### src/rtl/load_store_unit.sv
// Load/store unit: takes the ALU result as the effective address, runs one
// req/ack data-memory transaction per load or store, aligns and extends load
// data, and replicates store data with byte enables. The core is held in
// stall until the access completes, is rejected, or times out.
module load_store_unit #(
    parameter int unsigned TIMEOUT_CYCLES = 255
) (
    input  logic        clk,
    input  logic        rst,
    input  logic        start,
    input  logic        is_store,
    input  logic [2:0]  funct3,
    input  logic [31:0] addr,
    input  logic [31:0] store_data,
    output logic        stall,
    output logic        done,
    output logic [31:0] load_data,
    output logic        misalign,
    output logic        bus_err,
    output logic        mem_req,
    output logic        mem_we,
    output logic [31:0] mem_addr,
    output logic [31:0] mem_wdata,
    output logic [3:0]  mem_be,
    input  logic [31:0] mem_rdata,
    input  logic        mem_ack
);

    typedef enum logic [1:0] {
        S_IDLE = 2'd0,
        S_BUS  = 2'd1,
        S_RESP = 2'd2,
        S_ERR  = 2'd3
    } state_t;

    // Last BUS cycle in which an ack is still accepted.
    localparam logic [15:0] L_CNT_LAST = 16'(TIMEOUT_CYCLES - 32'd1);

    state_t      r_state, w_state_nxt;
    logic [15:0] r_cnt, w_cnt_nxt;
    logic        r_is_store, w_is_store_nxt;
    logic [2:0]  r_funct3, w_funct3_nxt;
    logic [1:0]  r_lane, w_lane_nxt;
    logic        r_done, w_done_nxt;
    logic        r_misalign, w_misalign_nxt;
    logic        r_bus_err, w_bus_err_nxt;
    logic        r_mem_req, w_mem_req_nxt;
    logic        r_mem_we, w_mem_we_nxt;
    logic [31:0] r_mem_addr, w_mem_addr_nxt;
    logic [31:0] r_mem_wdata, w_mem_wdata_nxt;
    logic [3:0]  r_mem_be, w_mem_be_nxt;
    logic [31:0] r_load_data, w_load_data_nxt;

    // Legal funct3 for the direction, and address aligned to the access width.
    function automatic logic f_req_ok(input logic st, input logic [2:0] f3, input logic [1:0] lo);
        logic ok;
        case (f3)
            3'b000:  ok = 1'b1;
            3'b001:  ok = ~lo[0];
            3'b010:  ok = (lo == 2'b00);
            3'b100:  ok = ~st;
            3'b101:  ok = ~st & ~lo[0];
            default: ok = 1'b0;
        endcase
        return ok;
    endfunction

    // Store data replicated across every lane the access could land in.
    function automatic logic [31:0] f_store_wdata(input logic [2:0] f3, input logic [31:0] sd);
        logic [31:0] wd;
        case (f3)
            3'b000:  wd = {4{sd[7:0]}};
            3'b001:  wd = {2{sd[15:0]}};
            default: wd = sd;
        endcase
        return wd;
    endfunction

    // Byte enables for a store at the given byte offset.
    function automatic logic [3:0] f_store_be(input logic [2:0] f3, input logic [1:0] lo);
        logic [3:0] be;
        case (f3)
            3'b000:  be = 4'b0001 << lo;
            3'b001:  be = lo[1] ? 4'b1100 : 4'b0011;
            3'b010:  be = 4'b1111;
            default: be = 4'b0000;
        endcase
        return be;
    endfunction

    // Lane select plus sign/zero extension of the returned word.
    function automatic logic [31:0] f_load_ext(input logic [2:0] f3, input logic [1:0] lane,
                                               input logic [31:0] rd);
        logic [7:0]  b;
        logic [15:0] h;
        logic [31:0] res;
        b = rd[{lane, 3'b000} +: 8];
        h = rd[{lane[1], 4'b0000} +: 16];
        case (f3)
            3'b000:  res = {{24{b[7]}}, b};
            3'b100:  res = {24'h000000, b};
            3'b001:  res = {{16{h[15]}}, h};
            3'b101:  res = {16'h0000, h};
            3'b010:  res = rd;
            default: res = 32'h00000000;
        endcase
        return res;
    endfunction

    // The core must hold while a request is being taken or the bus is busy.
    assign stall = ((r_state == S_IDLE) && start) || (r_state == S_BUS);

    assign done      = r_done;
    assign misalign  = r_misalign;
    assign bus_err   = r_bus_err;
    assign mem_req   = r_mem_req;
    assign mem_we    = r_mem_we;
    assign mem_addr  = r_mem_addr;
    assign mem_wdata = r_mem_wdata;
    assign mem_be    = r_mem_be;
    assign load_data = r_load_data;

    // Next-state and next-output logic; completion flags default to a single-cycle pulse.
    always_comb begin
        w_state_nxt     = r_state;
        w_cnt_nxt       = r_cnt;
        w_is_store_nxt  = r_is_store;
        w_funct3_nxt    = r_funct3;
        w_lane_nxt      = r_lane;
        w_done_nxt      = 1'b0;
        w_misalign_nxt  = 1'b0;
        w_bus_err_nxt   = 1'b0;
        w_mem_req_nxt   = r_mem_req;
        w_mem_we_nxt    = r_mem_we;
        w_mem_addr_nxt  = r_mem_addr;
        w_mem_wdata_nxt = r_mem_wdata;
        w_mem_be_nxt    = r_mem_be;
        w_load_data_nxt = r_load_data;
        case (r_state)
            S_IDLE: begin
                if (start && f_req_ok(is_store, funct3, addr[1:0])) begin
                    w_state_nxt     = S_BUS;
                    w_cnt_nxt       = 16'h0000;
                    w_is_store_nxt  = is_store;
                    w_funct3_nxt    = funct3;
                    w_lane_nxt      = addr[1:0];
                    w_load_data_nxt = 32'h00000000;
                    w_mem_req_nxt   = 1'b1;
                    w_mem_we_nxt    = is_store;
                    w_mem_addr_nxt  = {addr[31:2], 2'b00};
                    w_mem_wdata_nxt = is_store ? f_store_wdata(funct3, store_data) : 32'h00000000;
                    w_mem_be_nxt    = is_store ? f_store_be(funct3, addr[1:0]) : 4'b0000;
                end else if (start) begin
                    // Rejected request: report it without touching the bus.
                    w_state_nxt     = S_ERR;
                    w_done_nxt      = 1'b1;
                    w_misalign_nxt  = 1'b1;
                    w_load_data_nxt = 32'h00000000;
                end else begin
                    w_state_nxt = S_IDLE;
                end
            end
            S_BUS: begin
                if (mem_ack) begin
                    // An ack on the terminal-count cycle still wins over the timeout.
                    w_state_nxt     = S_RESP;
                    w_done_nxt      = 1'b1;
                    w_mem_req_nxt   = 1'b0;
                    w_mem_we_nxt    = 1'b0;
                    w_mem_addr_nxt  = 32'h00000000;
                    w_mem_wdata_nxt = 32'h00000000;
                    w_mem_be_nxt    = 4'b0000;
                    w_load_data_nxt = r_is_store ? 32'h00000000 : f_load_ext(r_funct3, r_lane, mem_rdata);
                end else if (r_cnt == L_CNT_LAST) begin
                    w_state_nxt     = S_ERR;
                    w_done_nxt      = 1'b1;
                    w_bus_err_nxt   = 1'b1;
                    w_mem_req_nxt   = 1'b0;
                    w_mem_we_nxt    = 1'b0;
                    w_mem_addr_nxt  = 32'h00000000;
                    w_mem_wdata_nxt = 32'h00000000;
                    w_mem_be_nxt    = 4'b0000;
                    w_load_data_nxt = 32'h00000000;
                end else begin
                    w_cnt_nxt = r_cnt + 16'h0001;
                end
            end
            S_RESP:  w_state_nxt = S_IDLE;
            S_ERR:   w_state_nxt = S_IDLE;
            default: w_state_nxt = S_IDLE;
        endcase
    end

    // State and registered outputs, cleared by the synchronous reset.
    always_ff @(posedge clk) begin
        if (rst) begin
            r_state     <= S_IDLE;
            r_cnt       <= 16'h0000;
            r_is_store  <= 1'b0;
            r_funct3    <= 3'b000;
            r_lane      <= 2'b00;
            r_done      <= 1'b0;
            r_misalign  <= 1'b0;
            r_bus_err   <= 1'b0;
            r_mem_req   <= 1'b0;
            r_mem_we    <= 1'b0;
            r_mem_addr  <= 32'h00000000;
            r_mem_wdata <= 32'h00000000;
            r_mem_be    <= 4'b0000;
            r_load_data <= 32'h00000000;
        end else begin
            r_state     <= w_state_nxt;
            r_cnt       <= w_cnt_nxt;
            r_is_store  <= w_is_store_nxt;
            r_funct3    <= w_funct3_nxt;
            r_lane      <= w_lane_nxt;
            r_done      <= w_done_nxt;
            r_misalign  <= w_misalign_nxt;
            r_bus_err   <= w_bus_err_nxt;
            r_mem_req   <= w_mem_req_nxt;
            r_mem_we    <= w_mem_we_nxt;
            r_mem_addr  <= w_mem_addr_nxt;
            r_mem_wdata <= w_mem_wdata_nxt;
            r_mem_be    <= w_mem_be_nxt;
            r_load_data <= w_load_data_nxt;
        end
    end

endmodule

### config.mk
export PLATFORM = sky130hd
export DESIGN_NAME = load_store_unit
export DESIGN_NICKNAME = d
export VERILOG_FILES = /design/src/rtl/load_store_unit.sv
export SDC_FILE = /design/constraint.sdc
export NUM_CORES = 1
export LEC_CHECK = 0
export CAP_MARGIN = 20
export CELL_PAD_IN_SITES_DETAIL_PLACEMENT = 0
export CELL_PAD_IN_SITES_GLOBAL_PLACEMENT = 2
export CORE_UTILIZATION = 26
export DETAILED_ROUTE_END_ITERATION = 16
export PLACE_DENSITY = 0.79
export SLEW_MARGIN = 30
export SYNTH_ARGS = -nofsm -noshare
export SYNTH_HDL_FRONTEND = slang
export SYNTH_SLANG_ARGS = --single-unit
### constraint.sdc
create_clock -name clk -period 2.9 [get_ports clk]
set_input_delay 0.58 -clock clk [delete_from_list [all_inputs] [get_ports clk]]
set_output_delay 0.58 -clock clk [all_outputs]
set_load 0.01 [all_outputs]
==> results of run 1 <==
-- path summary, 6_finish.rpt --
check / start / slack, ns / end
max: start / 0.26 / stall
min: load_data[23]$_SDFFE_PP0P_ / 0.46 / load_data[23]$_SDFFE_PP0P_
min reg2reg: load_data[23]$_SDFFE_PP0P_ / 0.46 / load_data[23]$_SDFFE_PP0P_
max reg2reg: r_cnt[8]$_SDFFE_PP0P_ / 0.71 / mem_wdata[23]$_SDFFE_PP0P_
-- cells in the mapped netlist (14+ instances only) --
master and instances:
a22oi_2 20, a21oi_1 41, buf_2 14, clkbuf_1 28, dfxtp_1 127, o31ai_1 28, nand2_1 37, nor2_1 55
mux2i_1 25, nand3_1 35, o21ai_0 18, o2bb2ai_1 29
-- flip-flops by register name, summed over array words and instances, names as in the netlist --
register / flops
load_data: 32
mem_wdata: 32
mem_addr: 30
r_cnt: 16
mem_be: 4
r_funct3: 3
r_lane: 2
r_state: 2
bus_err: 1
done: 1
mem_req: 1
mem_we: 1
misalign: 1
r_is_store: 1
-- power groups by stage --
stage	logic (mW)	registers (mW)	clock network [mW]
finish	0.730	1.86	2.25
global route	0.790	1.86	2.40
CTS	0.738	1.86	2.31
detailed placement	0.736	1.89	0
global placement	0.727	1.89	0
floorplan	0.334	1.90	0
-- area by class of cell --
class / instances / area, µm² / share of cell area
clock buffers: 17 / 425.4 / 0.04953
well taps: 275 / 344.1 / 0.04006
clock inverters: 14 / 191.4 / 0.02229
repair buffers: 230 / 2277 / 0.2652
multi-input cells: 410 / 2786 / 0.3244
inverters: 5 / 18.77 / 0.002185
diodes: 1 / 2.502 / 0.0002914
flip-flops and latches: 127 / 2542 / 0.2960
-- logic make-up (layout without fill, tap and decap cells) --
| group | Yosys count | in the layout | synth area share |
|---|---|---|---|
| simple gates | 179 | 179 | 0.1558 |
| buf+inv | 56 | 266 | 0.04780 |
| mux | 30 | 30 | 0.05727 |
| other cells | 1 | 3 | 0.0006758 |
| compound gates | 187 | 187 | 0.2600 |
| fa+ha+maj | 2 | 2 | 0.004509 |
| flops | 127 | 127 | 0.4582 |
| xor+xnor | 10 | 10 | 0.01578 |
-- metal layers --
layer  GRT usage  routed length, µm  up-vias
li1            -                  -     2603
met1      0.2095               8059     2524
met5           0                  0        -
met3     0.06810               1838       21
met2      0.2641               8313      212
met4     0.05619                289        0
-- worst max-delay path, delay by kind of cell --
kind | cells | cell delay [ns]
buf+inv | 2 | 1.14
simple gates | 2 | 0.33
==> run_results.csv, run 1 <==
group,metric,value,unit
placement,place_congestion,0.8205,
synth,syn_inst,592,
placement,io_buffers,207,
cells_and_area,final_cell_area,8588,µm²
die,start_util,0.2648,
die,num_rows,53,
critical_path,slowest_delay,0.63,ns
global_routing,overflow,0,
clock_tree,cts_tree,"built",
timing,finalClockSkew,0.01221,ns
synth,synthTopCellsByArea,"dfxtp_1 46%, o2bb2ai_1 4.6%, a22oi_2 4.5%",
global_routing,antenna_found_initial,1,
clock_tree,cts_inserted_buffers,17,
power_and_ir_drop,comb_power_share,0.151,
routing,avgRoutedWirePerCell,17.15,µm
clock_tree,cts.sinks,127,
synth,yosysWarnings,0,
critical_path,ff2ff_path_depth,5,
routing,drtIter0Drc,272,
power_and_ir_drop,seqPwrFrac,0.384,
critical_path,worstPathRequired,2.32,ns
routing,vias,5360,
cells_and_area,syn2layout_area_growth,54.77,%
critical_path,crit_slowest_cell,"clkdlybuf4s50_1",
synth,synth-seq-cells,127,
critical_path,crit_path_start_kind,"input port",
timing,period_needed,2.639,ns
power_and_ir_drop,internal-power,3.613,mW
routing,first_pass_iters,5,
power_and_ir_drop,power_density,562.7,nW/µm²
critical_path,cp.arrival,2.06,ns
critical_path,endpoint_kind,"primary output",
routing,post_drt_via_cell_ratio,4.968,
routing,postRouteAntennaNets,0,
timing,hold_viol,0,
die,die_y,148.1,µm
power_and_ir_drop,power_switching,1.219,mW
die,ios,210,
power_and_ir_drop,p_total,4.832,mW
synth,async_reset_ff_frac,0,
run_status,status,"finished, final reports clean",
cells_and_area,layout_common_cells,"206 x clkdlybuf4s50_1, 127 x dfxtp_1, 54 x nor2_1",
timing,setup_slack,0.2610,ns
timing,rsz0062_at_grt,"no",
clock_tree,h-tree-depth,4,
global_routing,first_global_vias,5336,
clock_tree,post_cts_buffers,0,
clock_tree,clkTransAtPathRegs,0.06,ns
run,cap_violations,0,
timing,post-route-period-util,0.9100,
timing,drv_slew,0,
critical_path,path_class,"in2out",
die,die_area,21930,µm²
power_and_ir_drop,ir_drop,393.3,µV
global_routing,grt_max_degree,52,
power_and_ir_drop,p_sw_frac,0.2523,
worst_hold_path,hp-class,"reg2reg",
cells_and_area,drive_gt1_frac,0.1121,
clock_tree,ctsResizeCount,0,
worst_hold_path,hold_depth,1,
clock_tree,cts.hold.buffers_added,0,
synth,synth_top_area_frac,0.4582,
synth,synth.distinct_cells,52,
timing,finalSetupViolations,0,
critical_path,path_max_fanout,3,
power_and_ir_drop,power_leakage,2.978,nW
global_routing,grt_usage,0.1687,
cells_and_area,final_util,0.4098,
critical_path,crit_chain,"clkdlybuf4s50_1 > nor2_1 > nor2_1 > clkdlybuf4s50_1",
placement,place_inst,1047,
placement,pre_cts_slack,0.06689,ns
die,fp.coreArea,20960,µm²
synth,syn_area,5549,µm²
timing,fmax,0.3789,GHz
synth,seq_area_frac_synth,0.4582,
synth,synth_top_cell_by_area,"dfxtp_1",
timing,relSlewSlack,0.5500,
placement,hpwl,13390,µm
timing,setup_tns,0,ns
power_and_ir_drop,clkPwrFrac,0.465,
cells_and_area,nets,897,
cells_and_area,final_common_cell,"clkdlybuf4s50_1",
routing,wl,18500,µm
global_routing,grt_first_pass_wirelength,28800,µm
cells_and_area,final_cells,1079,
synth,synth_edf_count,0,
routing,drc_errors,0,
cells_and_area,fillers,2122,
die,die_w,148.1,µm
timing,worst_pin_slew,0.6736,ns
timing,hold_ws,0.4598,ns
clock_tree,cts_root_buf,"clkbuf_16",
placement,placed_cell_area,7964,µm²
synth,ys.flop_type,"dfxtp_1",
synth,syn_avg_cell_area,9.373,µm²
clock_tree,clockBufferDepth,2,
clock_tree,worstSkewPairLatency,0.42,ns
Note: power is estimated with default switching activity, not from simulation.
==> inputs of run 2 (changes only) <==
--- a/config.mk
+++ b/config.mk
@@ -10,7 +10,7 @@
 export CELL_PAD_IN_SITES_GLOBAL_PLACEMENT = 2
 export CORE_UTILIZATION = 26
 export DETAILED_ROUTE_END_ITERATION = 16
-export PLACE_DENSITY = 0.79
+export PLACE_DENSITY = 0.87
 export SLEW_MARGIN = 30
 export SYNTH_ARGS = -nofsm -noshare
 export SYNTH_HDL_FRONTEND = slang
==> run 2 against run 1 <==
Non-clock buffer count rose by 1. Global-route usage fell by 0.15 points. Final area rose by 0.28%. Combinational power fell by 0.8%. Sequential share of layout area fell by 0.082 points. Clock-buffer cell count rose by 1. Critical endpoint unchanged.
==> run_results.csv, run 2 (synthesized netlist as in run 1, its figures left out) <==
group,metric,value,unit
global_routing,overflow,0,
placement,io_buffers,207,
clock_tree,cts.hold.buffers_added,0,
timing,setup_tns,0,ns
power_and_ir_drop,ir_drop,378.9,µV
die,num_rows,53,
routing,wl_met1,8158,µm
global_routing,first_global_vias,5301,
timing,finalSetupViolations,0,
cells_and_area,syn2layout_area_growth,55.20,%
routing,drc_errors,0,
critical_path,endpoint_kind,"primary output",
cells_and_area,fillers,2120,
critical_path,crit_path_start_kind,"input port",
timing,fmax,0.3882,GHz
power_and_ir_drop,p_sw_frac,0.2482,
routing,postRouteAntennaNets,0,
critical_path,path_class,"in2out",
cells_and_area,nets,898,
timing,relSlewSlack,0.3137,
die,die_w,148.1,µm
routing,first_pass_iters,4,
global_routing,grt_first_pass_wirelength,28660,µm
global_routing,grt_max_degree,53,
timing,period_needed,2.576,ns
cells_and_area,final_common_cell,"clkdlybuf4s50_1",
power_and_ir_drop,power_density,575.4,nW/µm²
cells_and_area,diodes,0,
clock_tree,cts_root_buf,"clkbuf_16",
die,die_y,148.1,µm
critical_path,path_max_fanout,3,
global_routing,grt_usage,0.1672,
power_and_ir_drop,power_leakage,2.985,nW
worst_hold_path,hp-class,"reg2reg",
cells_and_area,multi_input_area,2781,µm²
routing,post_drt_via_cell_ratio,4.805,
timing,finalClockSkew,0.008982,ns
power_and_ir_drop,clkPwrFrac,0.480,
power_and_ir_drop,comb_power_share,0.146,
routing,top_layer,"met4",
die,fp.coreArea,20960,µm²
clock_tree,worstSkewPairLatency,0.42,ns
clock_tree,ctsResizeCount,0,
power_and_ir_drop,power_switching,1.230,mW
die,ios,210,
timing,hold_ws,0.4551,ns
routing,wl,17880,µm
clock_tree,h-tree-depth,4,
clock_tree,cts_inserted_buffers,17,
critical_path,cp.arrival,2.00,ns
timing,rsz0062_at_grt,"no",
run,cap_violations,0,
power_and_ir_drop,internal-power,3.725,mW
timing,worst_pin_slew,1.022,ns
cells_and_area,regArea,2542,µm²
clock_tree,post_cts_buffers,0,
clock_tree,clockBufferDepth,2,
clock_tree,clkTransAtPathRegs,0.06,ns
critical_path,worstPathRequired,2.32,ns
routing,wl_met2,8180,µm
global_routing,antenna_found_initial,0,
timing,drv_slew,0,
timing,post-route-period-util,0.8882,
timing,hold_viol,0,
cells_and_area,drive_gt1_frac,0.1130,
power_and_ir_drop,seqPwrFrac,0.374,
clock_tree,cts_tree,"built",
cells_and_area,final_util,0.4110,
routing,drtIter0Drc,200,
die,start_util,0.2648,
placement,hpwl,12480,µm
run_status,status,"finished, final reports clean",
routing,wl_met3,1385,µm
routing,vias,5189,
routing,avgRoutedWirePerCell,16.56,µm
clock_tree,cts.sinks,127,
die,die_area,21930,µm²
placement,place_congestion,0.7573,
cells_and_area,layout_common_cells,"206 x clkdlybuf4s50_1, 127 x dfxtp_1, 54 x nor2_1",
[run 2: layout make-up]
cell class / count / area share
flip-flops and latches: 127 / 0.2952
clock buffers: 18 / 0.05100
well taps: 275 / 0.03995
clock inverters: 14 / 0.02484
repair buffers: 231 / 0.2638
inverters: 5 / 0.002179
multi-input cells: 410 / 0.3230
[run 2: metal layers]
metal | GRT usage | vias up
met3 | 0.06902 | 15
li1 | - | 2617
met5 | 0 | -
met2 | 0.2631 | 148
met4 | 0.04485 | 0
met1 | 0.2096 | 2409
[run 2: final timing paths]
check	start	endpoint	slack, ns	cells after the start
max	start	stall	0.32	4
min reg2reg	mem_we$_SDFFE_PP0P_	mem_we$_SDFFE_PP0P_	0.46	1
min	mem_we$_SDFFE_PP0P_	mem_we$_SDFFE_PP0P_	0.46	1
max reg2reg	r_lane[1]$_SDFFE_PP0P_	load_data[8]$_SDFFE_PP0P_	0.68	5
[run 2: critical path, stage by stage]
cell,delay [ns]
clkdlybuf4s50_1,0.51
nor2_1,0.08
nor2_1,0.23
clkdlybuf4s50_1,0.60
[run 2: through the flow]
stage	cells	setup slack (ns)	area (µm²)	power, mW
after floorplan	593	0.5897	5553	2.237
after global placement	1048	0.08853	7959	2.616
after detailed placement	1048	0.04632	7959	2.616
after CTS	1080	0.3443	8612	5.027
after global routing	1080	0.2586	8612	5.166
final	1080	0.3241	8612	4.955
[run 2: power groups by stage]
stage	Clock (mW)	Combinational, mW	Sequential [mW]
4_1_cts	2.44	0.730	1.85
5_1_grt	2.52	0.789	1.86
6_report	2.38	0.724	1.85
2_1_floorplan	0	0.334	1.90
3_5_place_dp	0	0.727	1.89
3_3_place_gp	0	0.727	1.89
==> inputs of run 3 (changes only) <==
--- a/config.mk
+++ b/config.mk
@@ -9,8 +9,11 @@
 export CELL_PAD_IN_SITES_DETAIL_PLACEMENT = 0
 export CELL_PAD_IN_SITES_GLOBAL_PLACEMENT = 2
 export CORE_UTILIZATION = 26
+export CTS_BUF_LIST = sky130_fd_sc_hd__clkbuf_16
 export DETAILED_ROUTE_END_ITERATION = 16
+export GPL_TIMING_DRIVEN = 0
 export PLACE_DENSITY = 0.87
+export SKIP_LAST_GASP = 1
 export SLEW_MARGIN = 30
 export SYNTH_ARGS = -nofsm -noshare
 export SYNTH_HDL_FRONTEND = slang
==> run 3 against run 2 <==
Sequential cell count is the same. Routed wire length is 5.2% higher. Worst setup slack got worse by 0.11 ns. Final cell count is 2.3% higher. Combinational power increased by 2.9%. Clock-buffer cell count decreased by 1. Power decreased by 6.2%. Sequential share of layout area grew 0.29 points. First-iteration DRC count rose by 22%. Register-to-register slack lost 0.25 ns.
==> run_results.csv, run 3 (synthesized netlist as in run 1, its figures left out) <==
group,metric,value,unit
placement,place_inst,1073,
critical_path,worstPathRequired,3.18,ns
power_and_ir_drop,seqPwrFrac,0.397,
global_routing,antenna_found_initial,0,
timing,relSlewSlack,0.3866,
placement,hpwl,13870,µm
power_and_ir_drop,power_switching,1.283,mW
routing,drtIter0Drc,243,
global_routing,overflow,0,
power_and_ir_drop,clkPwrFrac,0.443,
power_and_ir_drop,power_leakage,2.946,nW
routing,wl,18810,µm
critical_path,crit_chain,"clkdlybuf4s50_1 > or4_4 > a311o_1 > a21o_1 > buf_2 > clkbuf_1 > a22oi_1 > nor2_1",
routing,first_pass_iters,4,
die,die_w,148.1,µm
die,start_util,0.2648,
critical_path,r2r_start,"r_cnt[0]$_SDFFE_PP0P_",
critical_path,cp.arrival,2.97,ns
critical_path,endpoint_kind,"register",
critical_path,ff2ff_path_depth,9,
global_routing,first_global_vias,5254,
critical_path,path_max_fanout,10,
routing,postRouteAntennaNets,0,
critical_path,timing.rr.end,"load_data[9]$_SDFFE_PP0P_",
critical_path,crit_slowest_cell,"or4_4",
die,ios,210,
placement,place_congestion,0.8099,
die,die_area,21930,µm²
clock_tree,cts_tree,"built",
run_status,status,"finished, final reports clean",
clock_tree,cts_root_buf,"clkbuf_16",
power_and_ir_drop,ir_drop,399.1,µV
cells_and_area,final_util,0.4070,
timing,fmax,0.3724,GHz
cells_and_area,fillers,2160,
critical_path,path_class,"in2reg",
clock_tree,worstSkewPairLatency,0.42,ns
clock_tree,clockBufferDepth,2,
routing,avgRoutedWirePerCell,17.03,µm
global_routing,grt_first_pass_wirelength,29260,µm
clock_tree,cts.sinks,127,
worst_hold_path,hp-class,"reg2reg",
routing,vias,5379,
cells_and_area,final_cells,1105,
power_and_ir_drop,internal-power,3.363,mW
cells_and_area,syn2layout_area_growth,53.69,%
power_and_ir_drop,p_sw_frac,0.2762,
timing,drv_slew,0,
clock_tree,h-tree-depth,4,
routing,post_drt_via_cell_ratio,4.868,
timing,hold_viol,0,
timing,rsz0062_at_grt,"no",
timing,post-route-period-util,0.9261,
timing,worst_pin_slew,0.9131,ns
critical_path,critPathBufInv,3,
worst_hold_path,min_from,"mem_we$_SDFFE_PP0P_",
critical_path,crit_path_start_kind,"input port",
cells_and_area,drive_gt1_frac,0.1024,
critical_path,slowest_delay,0.63,ns
placement,io_buffers,204,
cells_and_area,final_common_cell,"clkdlybuf4s50_1",
critical_path,setup.worst_path.start,"addr[1]",
cells_and_area,diodes,0,
die,num_rows,53,
clock_tree,cts_inserted_buffers,17,
worst_hold_path,hold_depth,1,
power_and_ir_drop,comb_power_share,0.160,
timing,period_needed,2.686,ns
die,fp.coreArea,20960,µm²
timing,finalClockSkew,0.01016,ns
run,cap_violations,0,
timing,finalSetupViolations,0,
global_routing,grt_usage,0.1722,
clock_tree,clkTransAtPathRegs,0.06,ns
critical_path,r2r_slack,0.43,ns
routing,drc_errors,0,
cells_and_area,layout_common_cells,"204 x clkdlybuf4s50_1, 127 x dfxtp_1, 55 x nor2_1",
power_and_ir_drop,power_density,544.9,nW/µm²
critical_path,critPathTopFamily,"buffers and inverters",
cells_and_area,nets,923,
die,die_y,148.1,µm
worst_hold_path,hold_end,"mem_we$_SDFFE_PP0P_",
global_routing,grt_max_degree,17,
[run 3: changes by cell type in the layout (fill, tap and decap cells not counted), moves of 2 or more]
cell             delta
buf_1               +3
inv_6               +3
bufinv_16           -4
buf_4              -19
buf_2              +13
buf_12              -2
buf_6               +4
clkdlybuf4s50_1     -2
clkbuf_1           +28
[run 3: power groups by stage]
stage | Clock [mW] | Sequential, mW | Combinational (mW)
global route | 2.18 | 1.85 | 0.810
floorplan | 0 | 1.90 | 0.334
CTS | 2.10 | 1.84 | 0.751
finish | 2.06 | 1.84 | 0.745
global placement | 0 | 1.88 | 0.749
detailed placement | 0 | 1.88 | 0.748
[run 3: routing by layer]
metal,track usage,share of wire
met4,0.05979,0.017
met1,0.2191,0.45
met2,0.2702,0.46
met3,0.05859,0.074
met5,0,0
[run 3: repair_timing]
item                                    4_1_cts  5_1_grt
pin swaps                                     0        0
setup buffers                                 0        0
gates resized for setup                       1        1
hold buffers                                  0        0
endpoints found under the setup margin       11        4
gates cloned                                  0        0
[run 3: worst max-delay path by stage]
stage	endpoint	cells past startpoint
after floorplan	mem_wdata[0]$_SDFFE_PP0P_	8
after global placement	load_data[8]$_SDFFE_PP0P_	7
after detailed placement	load_data[2]$_SDFFE_PP0P_	7
after CTS	mem_addr[23]$_SDFFE_PP0P_	7
after global routing	load_data[31]$_SDFFE_PP0P_	7
final	mem_addr[30]$_SDFFE_PP0P_	8
[run 3: cell type report]
| class | instances | area [µm²] | area share |
|---|---|---|---|
| Multi-Input combinational cell | 410 | 2765 | 0.3242 |
| Sequential cell | 127 | 2542 | 0.2981 |
| Timing Repair Buffer | 205 | 2049 | 0.2403 |
| Clock buffer | 17 | 425.4 | 0.04988 |
| Tap cell | 275 | 344.1 | 0.04035 |
| Buffer | 51 | 246.5 | 0.02890 |
| Clock inverter | 15 | 136.4 | 0.01599 |
| Inverter | 5 | 18.77 | 0.002201 |
[run 3: per-stage QoR]
step	worst slack [ns]	hold WS (ns)	setup TNS, ns	power [mW]	instance area [µm²]
2_1_floorplan	0.5897	0.4323	0	2.237	5553
3_3_place_gp	-0.5757	0.4339	-27.59	2.629	7939
3_5_place_dp	-0.5461	0.4466	-26.26	2.629	7956
4_1_cts	0.1090	0.4550	0	4.695	8523
5_1_grt	0.08201	0.4864	0	4.845	8528
6_report	0.2144	0.4539	0	4.647	8528
